`config.mk`:
```
export PLATFORM = sky130hd
export DESIGN_NAME = memwb_skid_stage_flat
export DESIGN_NICKNAME = d
export VERILOG_FILES = /design/src/rtl/memwb_skid_stage_if.sv /design/src/rtl/memwb_skid_stage.sv /design/src/flat_wrapper.sv
export SDC_FILE = /design/constraint.sdc
export NUM_CORES = 1
export LEC_CHECK = 0
export ABC_CLOCK_PERIOD_IN_PS = 3500
export BUFFER_PORTS_ARGS = -buffer_cell sky130_fd_sc_hd__buf_2
export CORE_AREA = 3 3 102 104
export CTS_BUF_LIST = sky130_fd_sc_hd__clkbuf_4 sky130_fd_sc_hd__clkbuf_8
export DETAILED_ROUTE_END_ITERATION = 12
export DIE_AREA = 0 0 105 107
export PLACE_DENSITY = 0.82
export SYNTH_ARGS = -nofsm -noshare
export SYNTH_HDL_FRONTEND = slang
export SYNTH_SLANG_ARGS = --single-unit
```
`constraint.sdc`:
```
create_clock -name clk -period 3.5 [get_ports clk]
set_clock_uncertainty 0.2 [all_clocks]
set_input_delay 0.35 -clock clk [delete_from_list [all_inputs] [get_ports clk]]
set_output_delay 0.35 -clock clk [all_outputs]
set_load 0.005 [all_outputs]
```
`src/rtl/memwb_skid_stage_if.sv`:
```
// MEM/WB beat bus: upstream valid/ready beat from the memory stage and the
// downstream head beat toward the register-file write port.
interface memwb_skid_stage_if #(
  parameter int DATA_W = 32,
  parameter int DEST_W = 5,
  parameter int CTRL_W = 4
);
  logic              in_valid;
  logic              in_ready;
  logic              in_regwrite;
  logic              in_memtoreg;
  logic [DATA_W-1:0] in_rdata;
  logic [DATA_W-1:0] in_alures;
  logic [DEST_W-1:0] in_dest;
  logic [CTRL_W-1:0] in_ctrl;

  logic              out_valid;
  logic              out_ready;
  logic              out_regwrite;
  logic [DEST_W-1:0] out_dest;
  logic [DATA_W-1:0] out_wbdata;
  logic [CTRL_W-1:0] out_ctrl;

  // Environment side: produces upstream beats and consumes head beats.
  modport master (
    output in_valid, in_regwrite, in_memtoreg, in_rdata, in_alures, in_dest, in_ctrl,
    input  in_ready,
    input  out_valid, out_regwrite, out_dest, out_wbdata, out_ctrl,
    output out_ready
  );

  // Stage side.
  modport slave (
    input  in_valid, in_regwrite, in_memtoreg, in_rdata, in_alures, in_dest, in_ctrl,
    output in_ready,
    output out_valid, out_regwrite, out_dest, out_wbdata, out_ctrl,
    input  out_ready
  );
endinterface

```
`src/rtl/memwb_skid_stage.sv`:
```
// Elastic 2-entry MEM/WB stage: HEAD drives the write-back port, SKID holds
// the younger beat while downstream stalls. Write-back data is selected and
// $zero writes are suppressed at capture. Forwarding lookup prefers SKID.
module memwb_skid_stage #(
  parameter int DATA_W = 32,
  parameter int DEST_W = 5,
  parameter int CTRL_W = 4
) (
  input  logic                 clk,
  input  logic                 rst,
  input  logic                 flush,
  memwb_skid_stage_if.slave    bus,
  input  logic [DEST_W-1:0]    fwd_query,
  output logic                 fwd_hit,
  output logic [DATA_W-1:0]    fwd_data,
  output logic [1:0]           occupancy
);

  typedef enum logic [1:0] {
    EMPTY = 2'd0,
    ONE   = 2'd1,
    FULL  = 2'd2
  } state_t;

  state_t            state_r;
  state_t            state_next_s;

  logic              head_regwrite_r;
  logic [DEST_W-1:0] head_dest_r;
  logic [DATA_W-1:0] head_wbdata_r;
  logic [CTRL_W-1:0] head_ctrl_r;

  logic              skid_regwrite_r;
  logic [DEST_W-1:0] skid_dest_r;
  logic [DATA_W-1:0] skid_wbdata_r;
  logic [CTRL_W-1:0] skid_ctrl_r;

  logic              head_valid_s;
  logic              skid_valid_s;
  logic              accept_s;
  logic              retire_s;
  logic              cap_regwrite_s;
  logic [DATA_W-1:0] cap_wbdata_s;

  logic              load_head_in_s;
  logic              load_head_skid_s;
  logic              load_skid_s;
  logic              clear_s;

  logic              head_match_s;
  logic              skid_match_s;

  // Entry valids are pure decodes of the occupancy state.
  assign head_valid_s = (state_r != EMPTY);
  assign skid_valid_s = (state_r == FULL);

  // in_ready depends on state only, so out_ready never reaches it combinationally.
  assign bus.in_ready  = ~skid_valid_s;
  assign bus.out_valid = head_valid_s;
  assign accept_s      = bus.in_valid & bus.in_ready;
  assign retire_s      = head_valid_s & bus.out_ready;

  // Capture transform: memtoreg is consumed here and never stored.
  assign cap_wbdata_s   = bus.in_memtoreg ? bus.in_rdata : bus.in_alures;
  assign cap_regwrite_s = bus.in_regwrite & (bus.in_dest != {DEST_W{1'b0}});

  assign bus.out_regwrite = head_valid_s & head_regwrite_r;
  assign bus.out_dest     = head_dest_r;
  assign bus.out_wbdata   = head_wbdata_r;
  assign bus.out_ctrl     = head_ctrl_r;
  assign occupancy        = state_r;

  // Next-state and entry load selection; flush overrides every handshake.
  always_comb begin
    state_next_s     = state_r;
    load_head_in_s   = 1'b0;
    load_head_skid_s = 1'b0;
    load_skid_s      = 1'b0;
    clear_s          = 1'b0;
    if (flush) begin
      state_next_s = EMPTY;
      clear_s      = 1'b1;
    end else begin
      case (state_r)
        EMPTY: begin
          if (accept_s) begin
            state_next_s   = ONE;
            load_head_in_s = 1'b1;
          end else begin
            state_next_s = EMPTY;
          end
        end
        ONE: begin
          if (accept_s && retire_s) begin
            state_next_s   = ONE;
            load_head_in_s = 1'b1;
          end else if (accept_s) begin
            state_next_s = FULL;
            load_skid_s  = 1'b1;
          end else if (retire_s) begin
            state_next_s = EMPTY;
          end else begin
            state_next_s = ONE;
          end
        end
        FULL: begin
          if (retire_s) begin
            state_next_s     = ONE;
            load_head_skid_s = 1'b1;
          end else begin
            state_next_s = FULL;
          end
        end
        default: begin
          state_next_s = EMPTY;
          clear_s      = 1'b1;
        end
      endcase
    end
  end

  // Occupancy state register.
  always_ff @(posedge clk or negedge rst) begin
    if (!rst) begin
      state_r <= EMPTY;
    end else begin
      state_r <= state_next_s;
    end
  end

  // HEAD payload: cleared by reset/flush, loaded from input or promoted from SKID.
  always_ff @(posedge clk or negedge rst) begin
    if (!rst) begin
      head_regwrite_r <= 1'b0;
      head_dest_r     <= {DEST_W{1'b0}};
      head_wbdata_r   <= {DATA_W{1'b0}};
      head_ctrl_r     <= {CTRL_W{1'b0}};
    end else if (clear_s) begin
      head_regwrite_r <= 1'b0;
      head_dest_r     <= {DEST_W{1'b0}};
      head_wbdata_r   <= {DATA_W{1'b0}};
      head_ctrl_r     <= {CTRL_W{1'b0}};
    end else if (load_head_in_s) begin
      head_regwrite_r <= cap_regwrite_s;
      head_dest_r     <= bus.in_dest;
      head_wbdata_r   <= cap_wbdata_s;
      head_ctrl_r     <= bus.in_ctrl;
    end else if (load_head_skid_s) begin
      head_regwrite_r <= skid_regwrite_r;
      head_dest_r     <= skid_dest_r;
      head_wbdata_r   <= skid_wbdata_r;
      head_ctrl_r     <= skid_ctrl_r;
    end
  end

  // SKID payload: written only when a beat arrives while HEAD is stalled.
  always_ff @(posedge clk or negedge rst) begin
    if (!rst) begin
      skid_regwrite_r <= 1'b0;
      skid_dest_r     <= {DEST_W{1'b0}};
      skid_wbdata_r   <= {DATA_W{1'b0}};
      skid_ctrl_r     <= {CTRL_W{1'b0}};
    end else if (clear_s) begin
      skid_regwrite_r <= 1'b0;
      skid_dest_r     <= {DEST_W{1'b0}};
      skid_wbdata_r   <= {DATA_W{1'b0}};
      skid_ctrl_r     <= {CTRL_W{1'b0}};
    end else if (load_skid_s) begin
      skid_regwrite_r <= cap_regwrite_s;
      skid_dest_r     <= bus.in_dest;
      skid_wbdata_r   <= cap_wbdata_s;
      skid_ctrl_r     <= bus.in_ctrl;
    end
  end

  assign head_match_s = head_valid_s & head_regwrite_r & (head_dest_r == fwd_query) &
                        (fwd_query != {DEST_W{1'b0}});
  assign skid_match_s = skid_valid_s & skid_regwrite_r & (skid_dest_r == fwd_query) &
                        (fwd_query != {DEST_W{1'b0}});

  // Forwarding result: the younger SKID entry wins over HEAD.
  always_comb begin
    fwd_hit  = 1'b0;
    fwd_data = {DATA_W{1'b0}};
    if (skid_match_s) begin
      fwd_hit  = 1'b1;
      fwd_data = skid_wbdata_r;
    end else if (head_match_s) begin
      fwd_hit  = 1'b1;
      fwd_data = head_wbdata_r;
    end else begin
      fwd_hit  = 1'b0;
      fwd_data = {DATA_W{1'b0}};
    end
  end

endmodule

```
`src/flat_wrapper.sv`:
```
// flat-port wrapper written by rule: the top's interface ports become plain ports
module memwb_skid_stage_flat 
#(
  parameter int DATA_W = 32,
  parameter int DEST_W = 5,
  parameter int CTRL_W = 4
)
  (clk, rst, flush, fwd_query, fwd_hit, fwd_data, occupancy, bus_in_valid, bus_in_regwrite, bus_in_memtoreg, bus_in_rdata, bus_in_alures, bus_in_dest, bus_in_ctrl, bus_in_ready, bus_out_valid, bus_out_regwrite, bus_out_dest, bus_out_wbdata, bus_out_ctrl, bus_out_ready);
  memwb_skid_stage_if #(.DATA_W(DATA_W), .DEST_W(DEST_W), .CTRL_W(CTRL_W)) bus_i ();
  input  logic clk;
  input  logic rst;
  input  logic flush;
  input  logic [DEST_W-1:0] fwd_query;
  output logic fwd_hit;
  output logic [DATA_W-1:0] fwd_data;
  output logic [1:0] occupancy;
  input wire logic [$bits(bus_i.in_valid)-1:0] bus_in_valid;
  input wire logic [$bits(bus_i.in_regwrite)-1:0] bus_in_regwrite;
  input wire logic [$bits(bus_i.in_memtoreg)-1:0] bus_in_memtoreg;
  input wire logic [$bits(bus_i.in_rdata)-1:0] bus_in_rdata;
  input wire logic [$bits(bus_i.in_alures)-1:0] bus_in_alures;
  input wire logic [$bits(bus_i.in_dest)-1:0] bus_in_dest;
  input wire logic [$bits(bus_i.in_ctrl)-1:0] bus_in_ctrl;
  output wire logic [$bits(bus_i.in_ready)-1:0] bus_in_ready;
  output wire logic [$bits(bus_i.out_valid)-1:0] bus_out_valid;
  output wire logic [$bits(bus_i.out_regwrite)-1:0] bus_out_regwrite;
  output wire logic [$bits(bus_i.out_dest)-1:0] bus_out_dest;
  output wire logic [$bits(bus_i.out_wbdata)-1:0] bus_out_wbdata;
  output wire logic [$bits(bus_i.out_ctrl)-1:0] bus_out_ctrl;
  input wire logic [$bits(bus_i.out_ready)-1:0] bus_out_ready;
  assign bus_i.in_valid = bus_in_valid;
  assign bus_i.in_regwrite = bus_in_regwrite;
  assign bus_i.in_memtoreg = bus_in_memtoreg;
  assign bus_i.in_rdata = bus_in_rdata;
  assign bus_i.in_alures = bus_in_alures;
  assign bus_i.in_dest = bus_in_dest;
  assign bus_i.in_ctrl = bus_in_ctrl;
  assign bus_in_ready = bus_i.in_ready;
  assign bus_out_valid = bus_i.out_valid;
  assign bus_out_regwrite = bus_i.out_regwrite;
  assign bus_out_dest = bus_i.out_dest;
  assign bus_out_wbdata = bus_i.out_wbdata;
  assign bus_out_ctrl = bus_i.out_ctrl;
  assign bus_i.out_ready = bus_out_ready;
  memwb_skid_stage #(.DATA_W(DATA_W), .DEST_W(DEST_W), .CTRL_W(CTRL_W)) u_core (.clk(clk), .rst(rst), .flush(flush), .bus(bus_i), .fwd_query(fwd_query), .fwd_hit(fwd_hit), .fwd_data(fwd_data), .occupancy(occupancy));
endmodule
```
==> run summary, run 1 <==
status = finished, final reports clean
vias per inst = 5.93
Seq cells post-synth = 86
FP Rows = 36
via count = 4311
Die X = 105 um
Die Y-Extent = 107 um
min Tclk post-route = 3.34 ns
Final Hold Fails = 0
total global routing overflow = 0
First-pass DRT Iterations = 7
final setup vio count = 0
post-detail-place hpwl = 9.54 mm
Hold WS = 0.00133 ns
internal power = 1.54 mW
Critical Path Source = u_core.occupancy[1]
Post-synth EDFFs = 0
crit path cell chain = nand2b_1, nor2_1, nand4b_4, mux2_1, buf_2
clk sinks = 86
r2r startpoint = u_core.occupancy[1]
WP data arrival = 2.79 ns
sw power = 0.620 mW
Avg WL per Cell = 19.2 um
core outline area = 9640 um^2
Slew headroom = 0.265
# hold bufs at CTS = 0
achievable frequency = 299 MHz
MaxCap Viol Count = 0
predominant post-synthesis flop cell = dfrtp_1
Detail Route Antenna Nets = 0
share of cells above drive strength 1 = 0.449
synth warn = 0
IO Count = 164
CP max stage cell = nand4b_4
register area share after synthesis = 0.428
sequential share of power = 0.503
Net Sw Frac = 0.288
FILL cells = 797
post-synthesis async set-or-reset flop share = 1.00
final wirelength = 14.0 mm
Initial Utilization = 0.522
CTS clock-pin slew for the worst setup and hold paths = 0.08 ns
post-synth cell types = 41
TritonCTS buffer count = 9
CTS tree = done
unrepaired setup endpoints after global routing = yes
Worst Tran Pin Value = 1.10 ns
Detailed Route Iter0 Violations = 213
fin util = 0.632
critical path startpoint category = flop
Worst-Skew Late Latency = 0.35 ns
Multi-input gate area = 2670 um^2
Yosys top cell by area = dfrtp_1
syn nets = 535
Leak Pwr = 3.29 nW
pwr/cell area = 354 nW/um^2
Clk pwr share = 0.309
global-route wire length before repair = 22.5 mm
# H-tree levels = 3
full die area = 11200 um^2
Worst EP required = 2.95 ns
Worst setup EP type = output pin
Remaining DRCs = 0
maximum vdd drop = 0.176 mV
most frequent cells after synthesis = dfrtp_1 (86), mux2i_1 (42), o2bb2ai_1 (42), clkbuf_1 (26), nand2_1 (26)
power share of the combinational group = 0.188
average cell area after synthesis = 11.2 um^2
largest cells by area after synthesis = dfrtp_1 (43%), mux2i_1 (8.4%), o2bb2ai_1 (7.3%)
Syn Inst Count = 448
Max stage delay on crit path = 0.68 ns
vias in the first global route = 4384
fin. max-slew vios = 0
gpl congestion = 0.857
# port buffers = 163
Ant. Diodes = 0
initial antenna violation count = 0
CTS resizes = 0
nets@finish = 678
Reg area = 2150 um^2
largest net degree at the start of global routing = 87
synth-to-layout area growth = 21.0%
worst-path maximum fanout = 33
share of the synthesized area in the top cell type = 0.428
top-count cell post-synth = dfrtp_1
cells on worst reg2reg path = 8
Synth Cell Area = 5030 um^2
period utilization = 0.954
Clock Tree Root = clkbuf_8
maximum clock path buffer count = 2
total track usage = 0.250
Min-Delay Path Class = input pin to asynchronous set/reset pin
setup bufs post-CTS = 0
CP Class = flop to output pin
[stage by stage]
stage                     TNS [ns]  worst slack, ns  instance area [um^2]  power [mW]  cells
after detailed placement         0            0.466                  5910        1.51    713
final                            0            0.160                  6090        2.16    727
after global placement           0            0.538                  5910        1.49    713
after global routing        -0.150          -0.0478                  6090        2.25    727
after floorplan                  0             1.04                  5030        1.33    448
after CTS                        0            0.111                  6090        2.16    727
[power by group through the flow]
| stage | logic (mW) | registers (mW) | clock network [mW] |
|---|---|---|---|
| CTS | 0.408 | 1.08 | 0.672 |
| global placement | 0.394 | 1.10 | 0 |
| finish | 0.406 | 1.08 | 0.666 |
| global route | 0.444 | 1.09 | 0.719 |
| floorplan | 0.236 | 1.09 | 0 |
| detailed placement | 0.407 | 1.10 | 0 |
[worst max-delay path, delay by kind of cell, from the launching register on]
family,cells,cell delay (ns)
AND/OR/NAND/NOR,3,1.14
multiplexers,1,0.60
flip-flops,1,0.56
buffers and inverters,1,0.14
[routing by layer]
layer | up-vias | global-route usage | part of all wire
met1 | 2132 | 0.329 | 0.42
met3 | 20 | 0.0385 | 0.073
met5 | - | 0 | 0
met4 | 0 | 0.0815 | 0.014
li1 | 1962 | - | -
met2 | 197 | 0.424 | 0.49
[area by class of cell]
cell class	count	share of cell area
Sequential cell	86	0.353
Clock inverter	5	0.00863
Tap cell	133	0.0273
Timing Repair Buffer	175	0.151
Multi-Input combinational cell	317	0.438
Inverter	2	0.00123
Clock buffer	9	0.0203
[path summary, 6_finish.rpt]
kind / end / slack [ns]
min: u_core.skid_wbdata_r[12] / 0.001
min reg2reg: u_core.head_regwrite_r / 0.30
min in group clk: u_core.occupancy[1] / 0.03
max reg2reg: u_core.head_regwrite_r / 0.56
max in group asynchronous: u_core.skid_regwrite_r / 2.39
max: fwd_data[25] / 0.16
[placed cells by master, fill, tap and decap left out, types with 9 or more instances in the layout]
cell / instances
nand3_1: 9
mux2_2: 17
a21oi_1: 21
clkbuf_8: 9
dfrtp_1: 86
mux2_4: 23
o2bb2ai_1: 42
o21ai_0: 23
a31o_2: 21
and3_1: 18
buf_2: 162
nand2_1: 26
a22o_1: 20
mux2i_1: 42
xor2_1: 9
buf_4: 12
[cells by family (layout without fill, tap and decap cells)]
logic type	after synthesis	after routing	synth area share
AOI/OAI and AO/OA	134	134	0.201
xor gates and xnor gates	10	10	0.0174
adders and majority gates	2	2	0.00497
buffers and inverters	45	191	0.0480
DFF	86	86	0.428
muxes	87	87	0.201
and+or+nand+nor	84	84	0.0993
[state kept, by name, indices dropped and copies added, names as in the netlist]
register,flops
u_core.bus.out_ctrl,4
u_core.bus.out_dest,5
u_core.bus.out_wbdata,32
u_core.head_regwrite_r,1
u_core.occupancy,2
u_core.skid_ctrl_r,4
u_core.skid_dest_r,5
u_core.skid_regwrite_r,1
u_core.skid_wbdata_r,32
(Power assumes the default switching activity.)
==> run 2, diff against run 1 <==
ABC_CLOCK_PERIOD_IN_PS = 3700   (was 3500)
clock period = 3.7 ns   (was 3.5 ns; I/O delays follow)
==> run summary, run 2 (synthesized netlist as in run 1, its figures left out) <==
achievable frequency = 299 MHz
Detail Route Antenna Nets = 0
final wirelength = 13.9 mm
Final Hold Fails = 1
Worst setup EP type = output pin
full die area = 11200 um^2
maximum clock path buffer count = 2
CTS clock-pin slew for the worst setup and hold paths = 0.09 ns
unrepaired setup endpoints after global routing = no
Hold WS = -0.00127 ns
MaxCap Viol Count = 0
total global routing overflow = 0
Die X = 105 um
most common cell after layout, fill and taps aside = buf_2
IO Count = 164
nets@finish = 679
failing checks = negative hold slack
final worst slack = 0.350 ns
clk sinks = 86
pwr/cell area = 352 nW/um^2
Die Y-Extent = 107 um
total track usage = 0.251
vias in the first global route = 4338
GR Util met2 = 0.425
Slew headroom = 0.278
gpl congestion = 0.863
# H-tree levels = 3
Remaining DRCs = 0
TritonCTS buffer count = 9
post-detail-place hpwl = 9.64 mm
Initial Utilization = 0.522
r2r startpoint = u_core.occupancy[1]
setup bufs post-CTS = 0
Detailed Route Iter0 Violations = 246
FF-to-FF End = u_core.bus.out_ctrl[0]
Worst-Skew Late Latency = 0.35 ns
vias per inst = 5.92
GRT met1 Usage = 0.337
synth-to-layout area growth = 22.5%
GRT Max-Usage Layer = met2
CP Class = flop to output pin
WP data arrival = 2.78 ns
worst-path maximum fanout = 25
maximum vdd drop = 0.193 mV
Clock Tree Root = clkbuf_8
via count = 4319
share of cells above drive strength 1 = 0.452
fin. max-slew vios = 0
Worst EP required = 3.13 ns
initial antenna violation count = 0
GR Util met3 = 0.0373
largest net degree at the start of global routing = 87
FP Rows = 36
Avg WL per Cell = 19.1 um
CTS resizes = 0
First-pass DRT Iterations = 4
period utilization = 0.905
setup tns final = 0 ns
Min-Delay Path Class = input pin to asynchronous set/reset pin
final setup vio count = 0
Leak Pwr = 3.31 nW
# port buffers = 163
reg2reg setup slack = 0.63 ns
critical path startpoint category = flop
cells on worst reg2reg path = 8
Ant. Diodes = 0
CTS tree = done
most frequent cells in the layout = buf_2 (162), dfrtp_1 (86), mux2i_1 (42), o2bb2ai_1 (42), nand2_1 (26)
min Tclk post-route = 3.35 ns
global-route wire length before repair = 22.5 mm
core outline area = 9640 um^2
Worst Tran Pin Value = 1.08 ns
# hold bufs at CTS = 0
Setup WS pre-CTS = 0.527 ns
status = complete, but fails checks
run 2: cell types whose count changed in the layout (fill, tap and decap cells not counted), sizes merged:
cell,previous run,this run
buf,175,176
bufinv,1,2
clkbuf,9,10
clkinv,3,1
clkinvlp,1,2
inv,2,3
run 2: how the worst max path moves through the flow:
| stage | startpoint | end | depth (start not counted) |
|---|---|---|---|
| finish | u_core.occupancy[1] | fwd_data[18] | 6 |
| global route | u_core.skid_dest_r[0] | fwd_data[18] | 6 |
| CTS | u_core.occupancy[1] | fwd_data[18] | 6 |
| detailed placement | fwd_query[1] | fwd_data[0] | 7 |
| global placement | fwd_query[1] | fwd_data[0] | 7 |
| floorplan | u_core.occupancy[1] | u_core.bus.out_ctrl[0] | 10 |
run 2: report_power, final:
part	internal (mW)	leakage (nW)	switching (mW)
clock	0.402	0.109	0.354
combinational	0.170	2.02	0.215
sequential	0.983	1.19	0.0421
run 2: per-stage QoR:
| step | instance area (um^2) | power [mW] | util | hold slack, ns | cells |
|---|---|---|---|---|---|
| after floorplan | 5030 | 1.25 | - | -0.126 | 448 |
| after global placement | 5930 | 1.41 | 0.615 | 0.271 | 714 |
| after detailed placement | 5930 | 1.43 | 0.615 | 0.283 | 714 |
| after CTS | 6160 | 2.18 | 0.639 | 0.0264 | 730 |
| after global routing | 6160 | 2.26 | 0.639 | 0.0374 | 730 |
| final | 6160 | 2.17 | 0.639 | -0.00127 | 730 |
run 2: routing by layer:
| metal | part of all wire | vias to the layer above |
|---|---|---|
| met2 | 0.51 | 153 |
| met1 | 0.42 | 2185 |
| li1 | - | 1971 |
| met3 | 0.065 | 10 |
| met5 | 0 | - |
| met4 | 0.0087 | 0 |
run 2: worst max-delay path: stages (launching register included):
cell	delay, ns
dfrtp_1	0.56
nand2b_1	0.20
nor2_1	0.22
nand4b_4	0.55
buf_4	0.43
mux2_4	0.31
buf_2	0.13
run 2: area by class of cell:
| type | count | area [um^2] |
|---|---|---|
| Inverter | 2 | 7.51 |
| Fill cell | 807 | 3480 |
| Clock inverter | 6 | 92.6 |
| Clock buffer | 10 | 138 |
| Sequential cell | 86 | 2150 |
| Tap cell | 133 | 166 |
| Multi-Input combinational cell | 317 | 2670 |
| Timing Repair Buffer | 176 | 941 |
